## src/rtl/prng_pkg.sv

```systemverilog
// Shared types, default LFSR constants and the round-robin pick function
// for the PRNG arbiter and its helpers.
package prng_pkg;

    localparam int unsigned DEF_NBITS = 16;
    localparam int unsigned DEF_WORD  = 8;
    localparam logic [15:0] DEF_TAPS  = 16'b0000000000011101;

    localparam int unsigned MAX_REQ  = 8;
    localparam int unsigned MAX_IDXW = 3;

    typedef enum logic [1:0] {
        INIT  = 2'd0,
        IDLE  = 2'd1,
        SHIFT = 2'd2,
        DONE  = 2'd3
    } state_t;

    typedef struct packed {
        logic                valid;
        logic [MAX_IDXW-1:0] idx;
    } rr_pick_t;

    // First set request scanning upward from rr+1, wrapping modulo nreq.
    function automatic rr_pick_t rr_pick_f(
        input logic [MAX_REQ-1:0]  req,
        input logic [MAX_IDXW-1:0] rr,
        input int unsigned         nreq
    );
        rr_pick_t    r;
        int unsigned i;
        r = '0;
        for (int unsigned k = 1; k <= MAX_REQ; k++) begin
            i = (32'(rr) + k) % nreq;
            if (k <= nreq && !r.valid && req[MAX_IDXW'(i)]) begin
                r.valid = 1'b1;
                r.idx   = MAX_IDXW'(i);
            end
        end
        return r;
    endfunction

endpackage

```

## src/rtl/lfsr.sv

```systemverilog
// Galois LFSR, shifting left; synchronous reset loads all ones.
// Exports the low OUTW bits of the next state so callers can register them.
module lfsr #(
    parameter int unsigned      NBITS = 16,
    parameter logic [NBITS-1:0] TAPS  = NBITS'(16'h001D),
    parameter int unsigned      OUTW  = 8
) (
    input  logic            clk,
    input  logic            reset,
    input  logic            en,
    output logic [OUTW-1:0] out_next_c
);

    logic [NBITS-1:0] value;
    logic [NBITS-1:0] value_next;

    always_comb begin
        value_next = {value[NBITS-2:0], 1'b0};
        if (value[NBITS-1]) begin
            value_next = value_next ^ TAPS;
        end
        out_next_c = value_next[OUTW-1:0];
    end

    always_ff @(posedge clk) begin
        if (reset) begin
            value <= '1;
        end else if (en) begin
            value <= value_next;
        end
    end

endmodule

```

## src/rtl/rr_pick.sv

```systemverilog
// Combinational round-robin priority selector; reusable by other arbiters.
module rr_pick
    import prng_pkg::*;
#(
    parameter int unsigned NREQ = 4
) (
    input  logic [NREQ-1:0]         req,
    input  logic [$clog2(NREQ)-1:0] rr,
    output logic [$clog2(NREQ)-1:0] idx_c,
    output logic                    valid_c
);

    localparam int unsigned IDXW = $clog2(NREQ);

    rr_pick_t pick;

    always_comb begin
        pick    = rr_pick_f(MAX_REQ'(req), MAX_IDXW'(rr), NREQ);
        idx_c   = IDXW'(pick.idx);
        valid_c = pick.valid;
    end

endmodule

```

## src/rtl/prng_arbiter.sv

```systemverilog
// Round-robin arbiter sharing one LFSR among NREQ requesters, one WORD per grant.
// Build option PRNG_IDLE_RUN_EN: also clock the LFSR in every IDLE cycle.
module prng_arbiter
    import prng_pkg::*;
#(
    parameter int unsigned      NREQ  = 4,
    parameter int unsigned      WORD  = DEF_WORD,
    parameter int unsigned      NBITS = DEF_NBITS,
    parameter logic [NBITS-1:0] TAPS  = NBITS'(DEF_TAPS)
) (
    input  logic                    clk,
    input  logic                    reset,
    input  logic [NREQ-1:0]         req,
    output logic [NREQ-1:0]         ack,
    output logic [WORD-1:0]         data,
    output logic                    busy,
    output logic [$clog2(NREQ)-1:0] grant_idx
);

    localparam int unsigned     IDXW       = $clog2(NREQ);
    localparam int unsigned     CNTW       = $clog2(NBITS);
    localparam logic [CNTW-1:0] INIT_LAST  = CNTW'(NBITS - 1);
    localparam logic [CNTW-1:0] SHIFT_LAST = CNTW'(WORD - 1);
    localparam logic [IDXW-1:0] RR_RESET   = IDXW'(NREQ - 1);

    state_t            state_q, state_d;
    logic [CNTW-1:0]   cnt_q, cnt_d;
    logic [IDXW-1:0]   rr_q, rr_d;
    logic [IDXW-1:0]   grant_d;
    logic [NREQ-1:0]   ack_d;
    logic [WORD-1:0]   data_d;
    logic              busy_d;

    logic              lfsr_rst_c;
    logic              lfsr_en_c;
    logic [WORD-1:0]   lfsr_word_c;
    logic [IDXW-1:0]   pick_idx_c;
    logic              pick_valid_c;

    rr_pick #(
        .NREQ (NREQ)
    ) u_rr_pick (
        .req     (req),
        .rr      (rr_q),
        .idx_c   (pick_idx_c),
        .valid_c (pick_valid_c)
    );

    lfsr #(
        .NBITS (NBITS),
        .TAPS  (TAPS),
        .OUTW  (WORD)
    ) u_lfsr (
        .clk        (clk),
        .reset      (lfsr_rst_c),
        .en         (lfsr_en_c),
        .out_next_c (lfsr_word_c)
    );

    // Held in reseed for the whole INIT window so every run starts from all ones.
    assign lfsr_rst_c = reset || (state_q == INIT);

    always_comb begin
        state_d   = state_q;
        cnt_d     = cnt_q;
        rr_d      = rr_q;
        grant_d   = grant_idx;
        ack_d     = '0;
        data_d    = '0;
        busy_d    = 1'b1;
        lfsr_en_c = 1'b0;

        case (state_q)
            INIT: begin
                if (cnt_q == INIT_LAST) begin
                    state_d = IDLE;
                    cnt_d   = '0;
                    busy_d  = 1'b0;
                end else begin
                    cnt_d = cnt_q + CNTW'(1);
                end
            end
            IDLE: begin
                busy_d = 1'b0;
`ifdef PRNG_IDLE_RUN_EN
                lfsr_en_c = 1'b1;
`endif
                if (pick_valid_c) begin
                    grant_d = pick_idx_c;
                    rr_d    = pick_idx_c;
                    state_d = SHIFT;
                    busy_d  = 1'b1;
                end
            end
            SHIFT: begin
                lfsr_en_c = 1'b1;
                if (cnt_q == SHIFT_LAST) begin
                    // Capture the word produced by this final step for the DONE cycle.
                    state_d = DONE;
                    cnt_d   = '0;
                    ack_d   = NREQ'(1) << grant_idx;
                    data_d  = lfsr_word_c;
                end else begin
                    cnt_d = cnt_q + CNTW'(1);
                end
            end
            DONE: begin
                state_d = IDLE;
                busy_d  = 1'b0;
            end
            default: begin
                state_d = INIT;
                cnt_d   = '0;
            end
        endcase
    end

    always_ff @(posedge clk) begin
        if (reset) begin
            state_q   <= INIT;
            cnt_q     <= '0;
            rr_q      <= RR_RESET;
            grant_idx <= '0;
            ack       <= '0;
            data      <= '0;
            busy      <= 1'b1;
        end else begin
            state_q   <= state_d;
            cnt_q     <= cnt_d;
            rr_q      <= rr_d;
            grant_idx <= grant_d;
            ack       <= ack_d;
            data      <= data_d;
            busy      <= busy_d;
        end
    end

endmodule

```

## config.mk

```make
export PLATFORM = sky130hd
export DESIGN_NAME = prng_arbiter
export DESIGN_NICKNAME = d
export VERILOG_FILES = /design/src/rtl/prng_pkg.sv /design/src/rtl/lfsr.sv /design/src/rtl/rr_pick.sv /design/src/rtl/prng_arbiter.sv
export SDC_FILE = /design/constraint.sdc
export NUM_CORES = 1
export LEC_CHECK = 0
export CELL_PAD_IN_SITES_DETAIL_PLACEMENT = 0
export CELL_PAD_IN_SITES_GLOBAL_PLACEMENT = 2
export CORE_UTILIZATION = 33
export DETAILED_ROUTE_END_ITERATION = 7
export GPL_TIMING_DRIVEN = 0
export HOLD_SLACK_MARGIN = 0.05
export PLACE_DENSITY = 0.74
export RECOVER_POWER = 25
export SYNTH_ARGS = -nofsm -noshare
export SYNTH_HDL_FRONTEND = slang
export SYNTH_SLANG_ARGS = --single-unit
```

## constraint.sdc

```tcl
create_clock -name clk -period 1.9 [get_ports clk]
set_input_delay 0.19 -clock clk [delete_from_list [all_inputs] [get_ports clk]]
set_output_delay 0.19 -clock clk [all_outputs]
set_load 0.02 [all_outputs]
```

# Word level (Yosys, flattened, before mapping)
# Cells that the tools add are included.
# W data, S select, Z words.
totals:
  regBits: 39
  elab_cells: 65
op_classes:
  addsub: 5
  n_lt_le_gt_ge: 4
  n_eq_ne: 8
  shift: 1
  mux: 24
  n_bitwise: 3
  n_reduce_logical: 12
ops:
  columns: ["op", "count"]
  rows:
  - ["$mux W4", 6]
  - ["$lt A2 B4 Y1 const B", 4]
  - ["$bmux W1 S2", 4]
  - ["$pmux W2 S4", 1]
  - ["$pmux W4 S2", 1]
  - ["$mux W1", 7]
  - ["$mux W2", 3]
  - ["$mux W5", 1]
  - ["$add A2 B1 Y2 const B", 2]
  - ["$add A2 B2 Y2 const B", 2]
  - ["$add A4 B1 Y4 const B", 1]
  - ["$eq A2 B2 Y1 const B", 2]
  - ["$eq A4 B3 Y1 const B", 1]
  - ["$eq A4 B4 Y1 const B", 1]
  - ["$ne A2 B1 Y1 const B", 2]
  - ["$not A4 Y4", 1]
  - ["$shl A1 B2 Y4 const A", 1]
  - ["$logic_and A1 B1 Y1", 3]
  - ["$logic_not A1 Y1", 3]
  - ["$pmux W1 S3", 1]
  - ["$reduce_and A3 Y1", 1]
  - ["$reduce_or A3 Y1", 1]
  - ["$eq A2 B1 Y1 const B", 1]
  - ["$logic_not A2 Y1", 1]
  - ["other kinds (5)", 6]

# Logic depth before layout (Yosys ltp)
depth:
  depth_word: 15
  ltp_mapped: 7

# Modules after synthesis
# Synthesis repeated with hierarchy kept, for this count alone.
unflattened:
  hier_cells: 167
  hier_area_um2: 1630.3
by_module_without_submodules:
  columns: ["mod", "n_inst", "cells_per_inst", "area_each_um2"]
  rows:
  - ["prng_arbiter", 1, 88, 878.3]
  - ["lfsr", 1, 65, 673.1]
  - ["rr_pick", 1, 14, 78.8]

# Worst setup path before layout
# No wires, ideal clock.
synth_timing:
  path_kind: "register to register"
  from: "reg state_q[0]"
  to: "reg state_q[1]"
  setup_time_ns: 0.129
  arrival_ns: 1.418
  t_required_ns: 1.771
  slack_ns: 0.353
  stages_incl_launch_ff: 8
  path_buffers: 1
  synth_period_minus_slack_ns: 1.547
  cell_sequence: "dfxtp_1 -> inv_1 -> ha_1 -> clkbuf_1 -> and4b_1 -> o32ai_2 -> mux2i_1 -> nor2_1"
synth_between:
  elab_chain_cells: 3
  elab_cells_between_ends: 9
  classes_between: "eq/ne (6); mux (1); reduce/logical (2)"
synth_lines:
  columns: ["item", "line", "rtl"]
  rows:
  - ["start, declared", "prng_arbiter.sv:26", "state_t state_q, state_d;"]
  - ["start signal, assigned", "prng_arbiter.sv:128", "state_q <= state_d;"]
  - ["$eq A2 B1 Y1, or another cell as far along", "prng_arbiter.sv:73", "case (state_q)"]
  - ["$ne A2 B1 Y1 (no line) / $ne A2 B2 Y1 (equally long branches)", null, null]
  - ["$reduce_and A3 Y1 (no line)", null, null]
# Parallel ways exist; a longest one is shown, timed or not.
# A chain may end at the register's enable or synchronous reset.

# Worst setup path in the final report
# Same ends and word-level chain as after synthesis.

==> summary.txt <==
Global route
  – Grt ovf: 0
  – Pin count of the biggest net entering global routing: 15
  – First-pass GRT wire length: 4900 um
  – Vias in the first global route: 1074
  – Initial antenna violation count: 0
  – Overall Global Routing Usage: 0.126

Synthesis
  – Synth Area in Compound Gates: 0.114
  – Synthesized instance count: 161
  – Number of distinct library cells after synthesis: 36
  – Mapped Avg Cell Area: 9.64 um^2
  – Xor/xnor cell area share of the yosys netlist: 0.0226
  – Largest family of logic cells by synthesized area: simple AND/OR/NAND/NOR gates
  – Syn Nets: 171
  – Mux share of post-synthesis cell area: 0.0967
  – Yosys top cell area share: 0.503
  – Synth area leaders: dfxtp_1, mux2i_1, nand2_1
  – Seq/Total Area, Yosys: 0.503
  – Synth area leader: dfxtp_1
  – Synth Area in Simple Gates: 0.201
  – Synth Register Bits: 39
  – Number of synthesized flops with an enable pin: 0
  – Synth Area in Adders: 0.0322
  – Synth warnings: 0
  – Netlist Area Pre-Place: 1550 um^2
  – Main synth FF type: dfxtp_1
  – Share of flip-flops with an asynchronous set or reset: 0

Worst setup path
  – Slowest library cell on the worst path: dfxtp_1
  – Critical Path RT: 2060 ps
  – Critical path type: reg -> reg
  – CP max stage delay: 330 ps
  – Setup crit end kind: flip-flop
  – Buf/Inv on CP: 2
  – Crit path arrival time: 1920 ps
  – Cell family contributing the most delay on the critical path: buffers and inverters
  – Largest fanout on the critical path: 10
  – Worst path cell trace: inv_1 > ha_1 > clkbuf_1 > and4b_1 > o32ai_2 > mux2i_1 > nor2_1
  – Kind of start point of the critical path: flip-flop

Placement
  – I/O Buffers: 20
  – Placed cells: 233
  – GPL Wtd Cong: 0.768
  – Placed instance area: 1820 um^2
  – Dpl hpwl: 2180 um

STA
  – Tcrit/Tclk final: 0.927
  – FMAX: 0.568 GHz
  – Worst slew pin tran: 508 ps
  – RSZ-0062 raised after global routing: no
  – Setup TNS: 0 ps
  – Fin. Hold Viols: 0
  – Worst slew margin: 0.661
  – Setup Skew: 4.79 ps
  – # setup viols final: 0
  – Minimum clock period: 1760 ps
  – Max Slew Vio Count: 0

Floorplan
  – Die height: 70.6 um
  – Die area: 4980 um^2
  – Core ar.: 4440 um^2
  – Top Ports: 21
  – Initial Util: 0.349
  – Die Wd: 70.6 um
  – Rows: 24

Drt
  – Final WL: 2960 um
  – DRC Markers: 0
  – 1st-iter DRT viols: 61
  – Via-per-instance ratio: 4.88
  – Antenna violation net count after detailed routing: 0
  – Routed via count: 1175
  – Pre-antenna DRT Iters: 4
  – Wire length per cell: 12.3 um

Finish
  – Fillers: 448
  – Fin nets: 198
  – Area growth from synthesis to layout: 23.3%
  – Commonest cells after routing, fill and taps aside: dfxtp_1, nand2_1, mux2i_1
  – Antenna cells: 0
  – Area of the multi-input gates: 726 um^2
  – Register Area: 781 um^2
  – Final cell count without fillers: 241
  – Commonest non-fill, non-tap cell in the layout: dfxtp_1
  – Design area: 1910 um^2
  – Final core utilization: 0.431
  – Layout cell share with drive strength beyond 1: 0.0794

Clocking
  – Clk slew on worst S/H paths: 80 ps
  – Root Driver: clkbuf_8
  – TritonCTS clock tree: built
  – Htree depth: 2
  – Clk sinks: 39
  – Buffer count from post-CTS setup fixing: 0
  – Buffer levels on the longest clock path: 2
  – Post_cts resized: 0
  – # hold bufs at CTS: 0
  – Worst skew pair latency: 290 ps
  – Cts bufs inserted: 5

Power
  – Peak supply drop: 0.447 mV
  – Total power: 1940 uW
  – PD cells: 1010 nW/um^2
  – P_leak: 0.000697 uW

Hold path
  – HP Class: reg -> reg

Status
  – Outcome: complete, no violations

Flow run
  – Max Cap Viol: 0
metal layers:
| metal | track usage | wire length (um) | vias to the layer above | part of all wire |
|---|---|---|---|---|
| li1 | - | - | 611 | - |
| met5 | 0 | 0 | - | 0 |
| met3 | 0.0442 | 114 | 4 | 0.038 |
| met4 | 0.0467 | 38 | 0 | 0.013 |
| met2 | 0.204 | 1360 | 23 | 0.46 |
| met1 | 0.157 | 1440 | 537 | 0.49 |
state kept, by name (all words and copies together), names as in the netlist:
signal        flops
u_lfsr.value     16
ack               4
cnt_q             4
busy              1
state_q           2
grant_idx         2
rr_q              2
data              8
worst reg2reg max path, delay by kind of cell (launching register included):
family,cells,cell delay [ps]
AO/OA/AOI/OAI,1,230
adder cells (fa/ha/maj),1,140
buffers and inverters,2,400
flip-flops,1,330
multiplexers,1,210
AND/OR/NAND/NOR,2,330
path summary, 6_finish.rpt:
kind,startpoint,to,slack (ps),depth (start not counted)
max,state_q[0]$_SDFFE_PP0P_,state_q[1]$_SDFFE_PP0P_,140,7
min,u_lfsr.value[8]$_SDFFE_PP1P_,u_lfsr.value[8]$_SDFFE_PP1P_,480,2
max reg2reg,state_q[0]$_SDFFE_PP0P_,state_q[1]$_SDFFE_PP0P_,140,7
min reg2reg,u_lfsr.value[8]$_SDFFE_PP1P_,u_lfsr.value[8]$_SDFFE_PP1P_,480,2
synth_stat cells, types with 2 or more instances:
library cell / number
dfxtp_1: 39
nand3b_1: 2
o21ai_0: 10
a21oi_1: 8
mux2i_1: 15
nor2_1: 13
nand2_1: 24
nor3_1: 2
buf_2: 3
clkbuf_1: 4
nor3b_1: 2
and2_1: 5
inv_1: 5
o221ai_1: 2
xnor2_1: 3
ha_1: 4
where the power goes:
group | switching, uW | internal (uW) | leakage [uW]
clock network | 299 | 262 | 0.0000443
registers | 77.6 | 884 | 0.000316
logic | 234 | 182 | 0.000337
total | 611 | 1330 | 0.000697
cells by family (layout without fill, tap and decap cells):
kind of cell	Yosys count	count (layout)
adders and majority gates	4	4
DFF	39	39
xor gates and xnor gates	4	4
buffers and inverters	12	40
muxes	15	15
AOI/OAI and AO/OA	27	27
and+or+nand+nor	60	60
per-stage QoR:
step	hold WS, ps	worst slack (ps)
after floorplan	294	353
after global placement	452	60.6
after detailed placement	461	41.6
after CTS	484	24.2
after global routing	507	12.7
final	476	139
layout make-up:
class                      instances  share of cell area
inverter                           5             0.00980
clock inverter                     3              0.0131
buffer                             7              0.0157
multi-input combinational        110               0.379
timing repair buffer              20               0.105
clock buffer                       5              0.0359
tap                               52              0.0340
sequential                        39               0.408
Power figures use the tool's default switching activity.
